`src/rtl/mem_access.sv`:
```
// MEM stage: load/store over a req/ack data bus with stall, lane select, load extension and bus watchdog.
// Optional MEM_ALIGN_CHECK_EN raises misaligned load/store exceptions without touching the bus.
module mem_access #(
  parameter int unsigned MAX_WAIT = 255
) (
  input  logic        clk,
  input  logic        rst,
  input  logic [4:0]  mem_wd_i,
  input  logic        mem_wreg_i,
  input  logic [31:0] mem_wdata_i,
  input  logic [7:0]  mem_aluop_i,
  input  logic [31:0] mem_addr_i,
  input  logic [31:0] mem_reg2_i,
  input  logic [31:0] mem_pc_i,
  output logic [4:0]  wd_o,
  output logic        wreg_o,
  output logic [31:0] wdata_o,
  output logic        stall_req_o,
  output logic        dbus_req_o,
  output logic        dbus_we_o,
  output logic [3:0]  dbus_sel_o,
  output logic [31:0] dbus_addr_o,
  output logic [31:0] dbus_wdata_o,
  input  logic [31:0] dbus_rdata_i,
  input  logic        dbus_ack_i,
  output logic        exc_valid_o,
  output logic [1:0]  exc_code_o,
  output logic [31:0] exc_pc_o
);

  localparam logic [7:0] EXE_LB_OP  = 8'b1110_0000;
  localparam logic [7:0] EXE_LBU_OP = 8'b1110_0100;
  localparam logic [7:0] EXE_LH_OP  = 8'b1110_0001;
  localparam logic [7:0] EXE_LHU_OP = 8'b1110_0101;
  localparam logic [7:0] EXE_LW_OP  = 8'b1110_0011;
  localparam logic [7:0] EXE_SB_OP  = 8'b1110_1000;
  localparam logic [7:0] EXE_SH_OP  = 8'b1110_1001;
  localparam logic [7:0] EXE_SW_OP  = 8'b1110_1011;

  localparam logic [1:0] SZ_BYTE = 2'd0;
  localparam logic [1:0] SZ_HALF = 2'd1;
  localparam logic [1:0] SZ_WORD = 2'd2;

  localparam int unsigned CW = (MAX_WAIT < 2) ? 1 : $clog2(MAX_WAIT + 1);
  localparam logic [CW-1:0] CNT_LAST = CW'((MAX_WAIT == 0) ? 0 : MAX_WAIT - 1);

  typedef enum logic [1:0] {S_IDLE, S_WAIT, S_DONE} state_t;

  state_t        state_q, state_d;
  logic [CW-1:0] cnt_q, cnt_d;
  logic          req_q, req_d;
  logic          we_q, we_d;
  logic [3:0]    sel_q, sel_d;
  logic [31:0]   addr_q, addr_d;
  logic [31:0]   wdata_q, wdata_d;
  logic [31:0]   rdata_q, rdata_d;
  logic [1:0]    off_q, off_d;
  logic [1:0]    size_q, size_d;
  logic          sext_q, sext_d;
  logic          load_q, load_d;
  logic          timeout_q, timeout_d;

  logic        is_load, is_store, is_mem, sext_in, misalign;
  logic [1:0]  size_in;
  logic [3:0]  lane_sel;
  logic [31:0] store_data, load_ext;
  logic [7:0]  ld_byte;
  logic [15:0] ld_half;

  always_comb begin
    is_load  = 1'b0;
    is_store = 1'b0;
    size_in  = SZ_WORD;
    sext_in  = 1'b0;
    unique case (mem_aluop_i)
      EXE_LB_OP:  begin is_load = 1'b1;  size_in = SZ_BYTE; sext_in = 1'b1; end
      EXE_LBU_OP: begin is_load = 1'b1;  size_in = SZ_BYTE; end
      EXE_LH_OP:  begin is_load = 1'b1;  size_in = SZ_HALF; sext_in = 1'b1; end
      EXE_LHU_OP: begin is_load = 1'b1;  size_in = SZ_HALF; end
      EXE_LW_OP:  is_load = 1'b1;
      EXE_SB_OP:  begin is_store = 1'b1; size_in = SZ_BYTE; end
      EXE_SH_OP:  begin is_store = 1'b1; size_in = SZ_HALF; end
      EXE_SW_OP:  is_store = 1'b1;
      default: ;
    endcase
    is_mem = is_load | is_store;
  end

`ifdef MEM_ALIGN_CHECK_EN
  assign misalign = is_mem && (((size_in == SZ_HALF) && mem_addr_i[0]) ||
                               ((size_in == SZ_WORD) && (mem_addr_i[1:0] != 2'b00)));
`else
  assign misalign = 1'b0;
`endif

  always_comb begin
    lane_sel   = 4'b1111;
    store_data = mem_reg2_i;
    if (size_in == SZ_BYTE) begin
      lane_sel   = 4'b0001 << mem_addr_i[1:0];
      store_data = {4{mem_reg2_i[7:0]}};
    end else if (size_in == SZ_HALF) begin
      lane_sel   = mem_addr_i[1] ? 4'b1100 : 4'b0011;
      store_data = {2{mem_reg2_i[15:0]}};
    end
  end

  // Lane offsets come from the latched address, so the inputs only need to hold for wd/pc.
  always_comb begin
    ld_byte  = rdata_q[8*off_q +: 8];
    ld_half  = off_q[1] ? rdata_q[31:16] : rdata_q[15:0];
    load_ext = rdata_q;
    if (size_q == SZ_BYTE)
      load_ext = {{24{sext_q & ld_byte[7]}}, ld_byte};
    else if (size_q == SZ_HALF)
      load_ext = {{16{sext_q & ld_half[15]}}, ld_half};
  end

  always_comb begin
    state_d   = state_q;
    cnt_d     = cnt_q;
    req_d     = req_q;
    we_d      = we_q;
    sel_d     = sel_q;
    addr_d    = addr_q;
    wdata_d   = wdata_q;
    rdata_d   = rdata_q;
    off_d     = off_q;
    size_d    = size_q;
    sext_d    = sext_q;
    load_d    = load_q;
    timeout_d = timeout_q;
    unique case (state_q)
      S_IDLE: begin
        if (is_mem && !misalign) begin
          state_d   = S_WAIT;
          cnt_d     = '0;
          req_d     = 1'b1;
          we_d      = is_store;
          sel_d     = lane_sel;
          addr_d    = {mem_addr_i[31:2], 2'b00};
          wdata_d   = store_data;
          off_d     = mem_addr_i[1:0];
          size_d    = size_in;
          sext_d    = sext_in;
          load_d    = is_load;
          timeout_d = 1'b0;
        end
      end
      S_WAIT: begin
        if (dbus_ack_i) begin
          rdata_d = dbus_rdata_i;
          req_d   = 1'b0;
          state_d = S_DONE;
        end else if ((MAX_WAIT > 0) && (cnt_q == CNT_LAST)) begin
          req_d     = 1'b0;
          timeout_d = 1'b1;
          state_d   = S_DONE;
        end else begin
          cnt_d = cnt_q + CW'(1);
        end
      end
      S_DONE: begin
        state_d   = S_IDLE;
        cnt_d     = '0;
        timeout_d = 1'b0;
      end
      default: state_d = S_IDLE;
    endcase
  end

  always_ff @(posedge clk) begin
    if (rst) begin
      state_q   <= S_IDLE;
      cnt_q     <= '0;
      req_q     <= 1'b0;
      we_q      <= 1'b0;
      sel_q     <= '0;
      addr_q    <= '0;
      wdata_q   <= '0;
      rdata_q   <= '0;
      off_q     <= '0;
      size_q    <= SZ_BYTE;
      sext_q    <= 1'b0;
      load_q    <= 1'b0;
      timeout_q <= 1'b0;
    end else begin
      state_q   <= state_d;
      cnt_q     <= cnt_d;
      req_q     <= req_d;
      we_q      <= we_d;
      sel_q     <= sel_d;
      addr_q    <= addr_d;
      wdata_q   <= wdata_d;
      rdata_q   <= rdata_d;
      off_q     <= off_d;
      size_q    <= size_d;
      sext_q    <= sext_d;
      load_q    <= load_d;
      timeout_q <= timeout_d;
    end
  end

  assign dbus_req_o   = req_q;
  assign dbus_we_o    = we_q;
  assign dbus_sel_o   = sel_q;
  assign dbus_addr_o  = addr_q;
  assign dbus_wdata_o = wdata_q;

  always_comb begin
    wd_o        = '0;
    wreg_o      = 1'b0;
    wdata_o     = '0;
    stall_req_o = 1'b0;
    exc_valid_o = 1'b0;
    exc_code_o  = 2'b00;
    exc_pc_o    = '0;
    if (!rst) begin
      unique case (state_q)
        S_IDLE: begin
          wd_o = mem_wd_i;
          if (misalign) begin
            exc_valid_o = 1'b1;
            exc_code_o  = is_load ? 2'b01 : 2'b10;
            exc_pc_o    = mem_pc_i;
          end else if (is_mem) begin
            stall_req_o = 1'b1;
          end else begin
            wreg_o  = mem_wreg_i;
            wdata_o = mem_wdata_i;
          end
        end
        S_WAIT: stall_req_o = 1'b1;
        S_DONE: begin
          wd_o = mem_wd_i;
          if (timeout_q) begin
            exc_valid_o = 1'b1;
            exc_code_o  = 2'b11;
            exc_pc_o    = mem_pc_i;
          end else if (load_q) begin
            wreg_o  = 1'b1;
            wdata_o = load_ext;
          end
        end
        default: ;
      endcase
    end
  end

endmodule
```
`config.mk`:
```
export PLATFORM = sky130hd
export DESIGN_NAME = mem_access
export DESIGN_NICKNAME = d
export VERILOG_FILES = /design/src/rtl/mem_access.sv
export SDC_FILE = /design/constraint.sdc
export NUM_CORES = 1
export LEC_CHECK = 0
export CORE_ASPECT_RATIO = 0.5
export CORE_UTILIZATION = 40
export DETAILED_ROUTE_END_ITERATION = 10
export PLACE_DENSITY = 0.87
export SETUP_SLACK_MARGIN = 0.2
export SLEW_MARGIN = 20
export SYNTH_ARGS = -nofsm -noshare
export SYNTH_HDL_FRONTEND = slang
export SYNTH_SLANG_ARGS = --single-unit
```
`constraint.sdc`:
```
create_clock -name clk -period 2.8 [get_ports clk]
set_clock_uncertainty 0.05 [all_clocks]
set_input_delay 0.56 -clock clk [delete_from_list [all_inputs] [get_ports clk]]
set_output_delay 0.56 -clock clk [all_outputs]
set_load 0.05 [all_outputs]
```
==> run_results.csv <==
group,metric,value,unit
synth,syn_area,5980,um^2
setup_path,reg2reg_from,"state_q[0]$_SDFFE_PP0P_",
synth,ys.flop_type,"dfxtp_1",
placed_design,dp_hpwl,16800,um
synth,yosysTopAreaCell,"dfxtp_1",
grt,grt_pass1_wl,37200,um
placed_design,portBuffers,318,
grt,antenna_found_initial,0,
timing,setup_ws,0.00718,ns
hold_path,min_path_type,"flop to flop",
clocking,clk_pin_slew,0.06,ns
power,p_total,0.00483,W
cells_and_area,multi_input_area,3520,um^2
synth,syn_area_per_cell,8.22,um^2
cells_and_area,nFillCells,888,
synth,netlist_instances,727,
grt,grt_start_max_net_pins,93,
drt,drtAntennaViolNets,0,
timing,holdWs,0.404,ns
power,p_leak,4.11,nW
clocking,clkSinkCount,117,
cells_and_area,seqCellArea,2350,um^2
setup_path,crit_path_end_kind,"output pin",
grt,grt.total_usage,31.1,%
synth,async_flop_share,0,%
cells_and_area,area.growth.synth_to_final,88.1,%
setup_path,critPathLaunch,"state_q[1]$_SDFFE_PP0P_",
setup_path,required,2.19,ns
clocking,cts_root_buf,"clkbuf_16",
cells_and_area,diodes,0,
setup_path,critical_path_arrival,2.18,ns
setup_path,reg2reg_depth,8,
run_status,status,"finished, final reports clean",
timing,period_minus_slack,2.79,ns
synth,synth-seq-area-share,39.2,%
synth,synthTopCellsByArea,"dfxtp_1, nand2_1, a21oi_1, mux2i_1, and2_1",
floorplanning,initial_core_util,41.2,%
setup_path,worst_r2r_endpoint,"dbus_wdata_o[26]$_SDFFE_PP0P_",
grt,grt_pass1_vias,6914,
timing,timing.fmax,358,MHz
cells_and_area,drive_gt1_share,23.2,%
setup_path,start_kind,"flop",
timing,final_max_slew_viol_count,0,
run,cap_violations,0,
timing,finalCritPeriodShare,99.7,%
drt,dr_total_vias,7265,
cells_and_area,layout.nets,1233,
synth,netlist.area_leader.share,39.2,%
floorplanning,core_region_area,14500,um^2
floorplanning,rows,31,
timing,setup_viol,0,
synth,ys_seq_elements,117,
setup_path,worst-path-max-fanout,16,
drt,dr.first_iter.drc_count,729,
setup_path,crit_path_end,"wdata_o[21]",
synth,synth_edf_count,0,
drt,firstDrtPassIters,5,
drt,drt-total-wl,26300,um
timing,relSlewSlack,48.8,%
clocking,cts_max_path_buffers,2,
clocking,clock_latency,0.41,ns
floorplanning,die_height,88.4,um
power,power_density,430,nW/um^2
clocking,cts_tree,"yes",
timing,grt_setup_unrepaired,"yes",
floorplanning,ios,321,
placed_design,dp_slack,-0.150,ns
synth,synth_cell_types,60,
timing,tightest_slew,0.768,ns
setup_path,crit_type,"flop to output pin",
power,max-vdd-ir-drop,415,uV
synth,ys_warn_count,0,
placed_design,gp_congestion,0.874,
setup_path,r2r_slack,0.70,ns
floorplanning,dieArea,15500,um^2
timing,hold_viol,0,
drt,wl_per_cell,20.8,um
clocking,cts_buffers,17,
drt,route.detailed.drc,0,
floorplanning,die_w,175,um
drt,via_per_inst,5.74,
grt,grt_overflow,0,
clocking,h-tree-depth,4,
[cell usage after synthesis, types with 8 or more instances]
library cell	instances
inv_1	14
a211oi_1	22
a22o_1	8
a21oi_1	83
a221o_1	21
and2_1	38
mux2_2	8
o22ai_1	24
nand2_1	165
dfxtp_1	117
clkbuf_1	37
nor2_1	30
nor3_1	17
buf_2	20
a2bb2oi_1	8
mux2i_1	25
[report_power, final]
part / switching (W) / internal, W
Combinational: 0.000430 / 0.000490
Sequential: 0.0000137 / 0.00168
Clock: 0.000865 / 0.00135
[cells in the final DEF, fill, tap and decap left out, drive strengths merged, types with 5 or more instances in the layout]
cell type / Yosys / routed
mux4: 8 / 8
nor2: 32 / 32
a211oi: 22 / 22
a2bb2oi: 8 / 8
a21oi: 83 / 83
clkdlybuf4s50: 0 / 235
clkinv: 1 / 5
o2bb2ai: 7 / 7
a22o: 8 / 8
nor3: 17 / 17
and2: 38 / 38
o21ai: 6 / 6
nand2: 166 / 166
o22ai: 24 / 24
mux2: 8 / 8
buf: 28 / 132
dfxtp: 117 / 117
clkbuf: 38 / 23
inv: 14 / 19
a221o: 23 / 23
nand3: 6 / 6
mux2i: 25 / 25
[layout make-up]
type                    instances  area share (%)
multi-input cells             530            31.3
flip-flops and latches        117            20.9
well taps                     198            2.20
inverters                      15           0.501
clock inverters                12            1.27
clock buffers                  20            3.97
repair buffers                373            39.8
[worst max-delay path: stages, from the launching register on]
cell and delay [ns]:
dfxtp_1 0.39, and4bb_2 0.34, nand2_4 0.08, buf_4 0.14, nor2_4 0.38, a221o_2 0.29
buf_12 0.14
[layer usage]
| metal | share of wire (%) | vias up | wire, um | track usage [%] |
|---|---|---|---|---|
| met2 | 51 | 470 | 13500 | 57.5 |
| met5 | 0 | - | 0 | 0 |
| li1 | - | 3264 | - | - |
| met1 | 36 | 3415 | 9450 | 35.1 |
| met4 | 4.2 | 0 | 1120 | 12.5 |
| met3 | 8.6 | 116 | 2270 | 7.73 |
[flip-flops by register name (all words and copies together), names as in the netlist, 2 cells and up]
register      count
cnt_q             8
dbus_addr_o      30
dbus_sel_o        4
dbus_wdata_o     32
off_q             2
rdata_q          32
size_q            2
state_q           2
[per-stage QoR]
stage	TNS, ns	cells	instance area (um^2)	utilization [%]
3_3_place_gp	-2.48	1216	10300	70.8
2_1_floorplan	0	728	6060	-
5_1_grt	-0.243	1265	11200	77.5
4_1_cts	0	1261	11100	76.7
6_report	0	1265	11200	77.5
3_5_place_dp	-3.29	1216	10300	70.8
[how the worst min path moves through the flow]
stage / start / end / slack (ns) / cells past startpoint
detailed placement: dbus_addr_o[21]$_SDFFE_PP0P_ / dbus_addr_o[21]$_SDFFE_PP0P_ / 0.40 / 2
finish: dbus_addr_o[21]$_SDFFE_PP0P_ / dbus_addr_o[21]$_SDFFE_PP0P_ / 0.40 / 2
global placement: dbus_addr_o[22]$_SDFFE_PP0P_ / dbus_addr_o[22]$_SDFFE_PP0P_ / 0.39 / 2
CTS: dbus_addr_o[21]$_SDFFE_PP0P_ / dbus_addr_o[21]$_SDFFE_PP0P_ / 0.40 / 2
floorplan: load_q$_SDFFE_PP0P_ / load_q$_SDFFE_PP0P_ / 0.39 / 2
global route: dbus_addr_o[21]$_SDFFE_PP0P_ / dbus_addr_o[21]$_SDFFE_PP0P_ / 0.42 / 2
[what timing repair did]
action,CTS,global route
hold buffers,0,0
gates resized for setup,43,29
buffers inserted,10,4
pin swaps,17,9
cloned,3,0
setup endpoints to repair,34,60
[kinds of logic (layout without fill, tap and decap cells)]
group	count (synthesis)	in the layout	share of synthesized area (%)
other	1	2	0.0627
AOI/OAI and AO/OA	208	208	24.3
adders and majority gates	2	2	0.419
DFF	117	117	39.2
and+or+nand+nor	277	277	20.7
buffers and inverters	81	420	6.18
muxes	41	41	9.15
No activity file was read; power rests on OpenSTA's default activity.
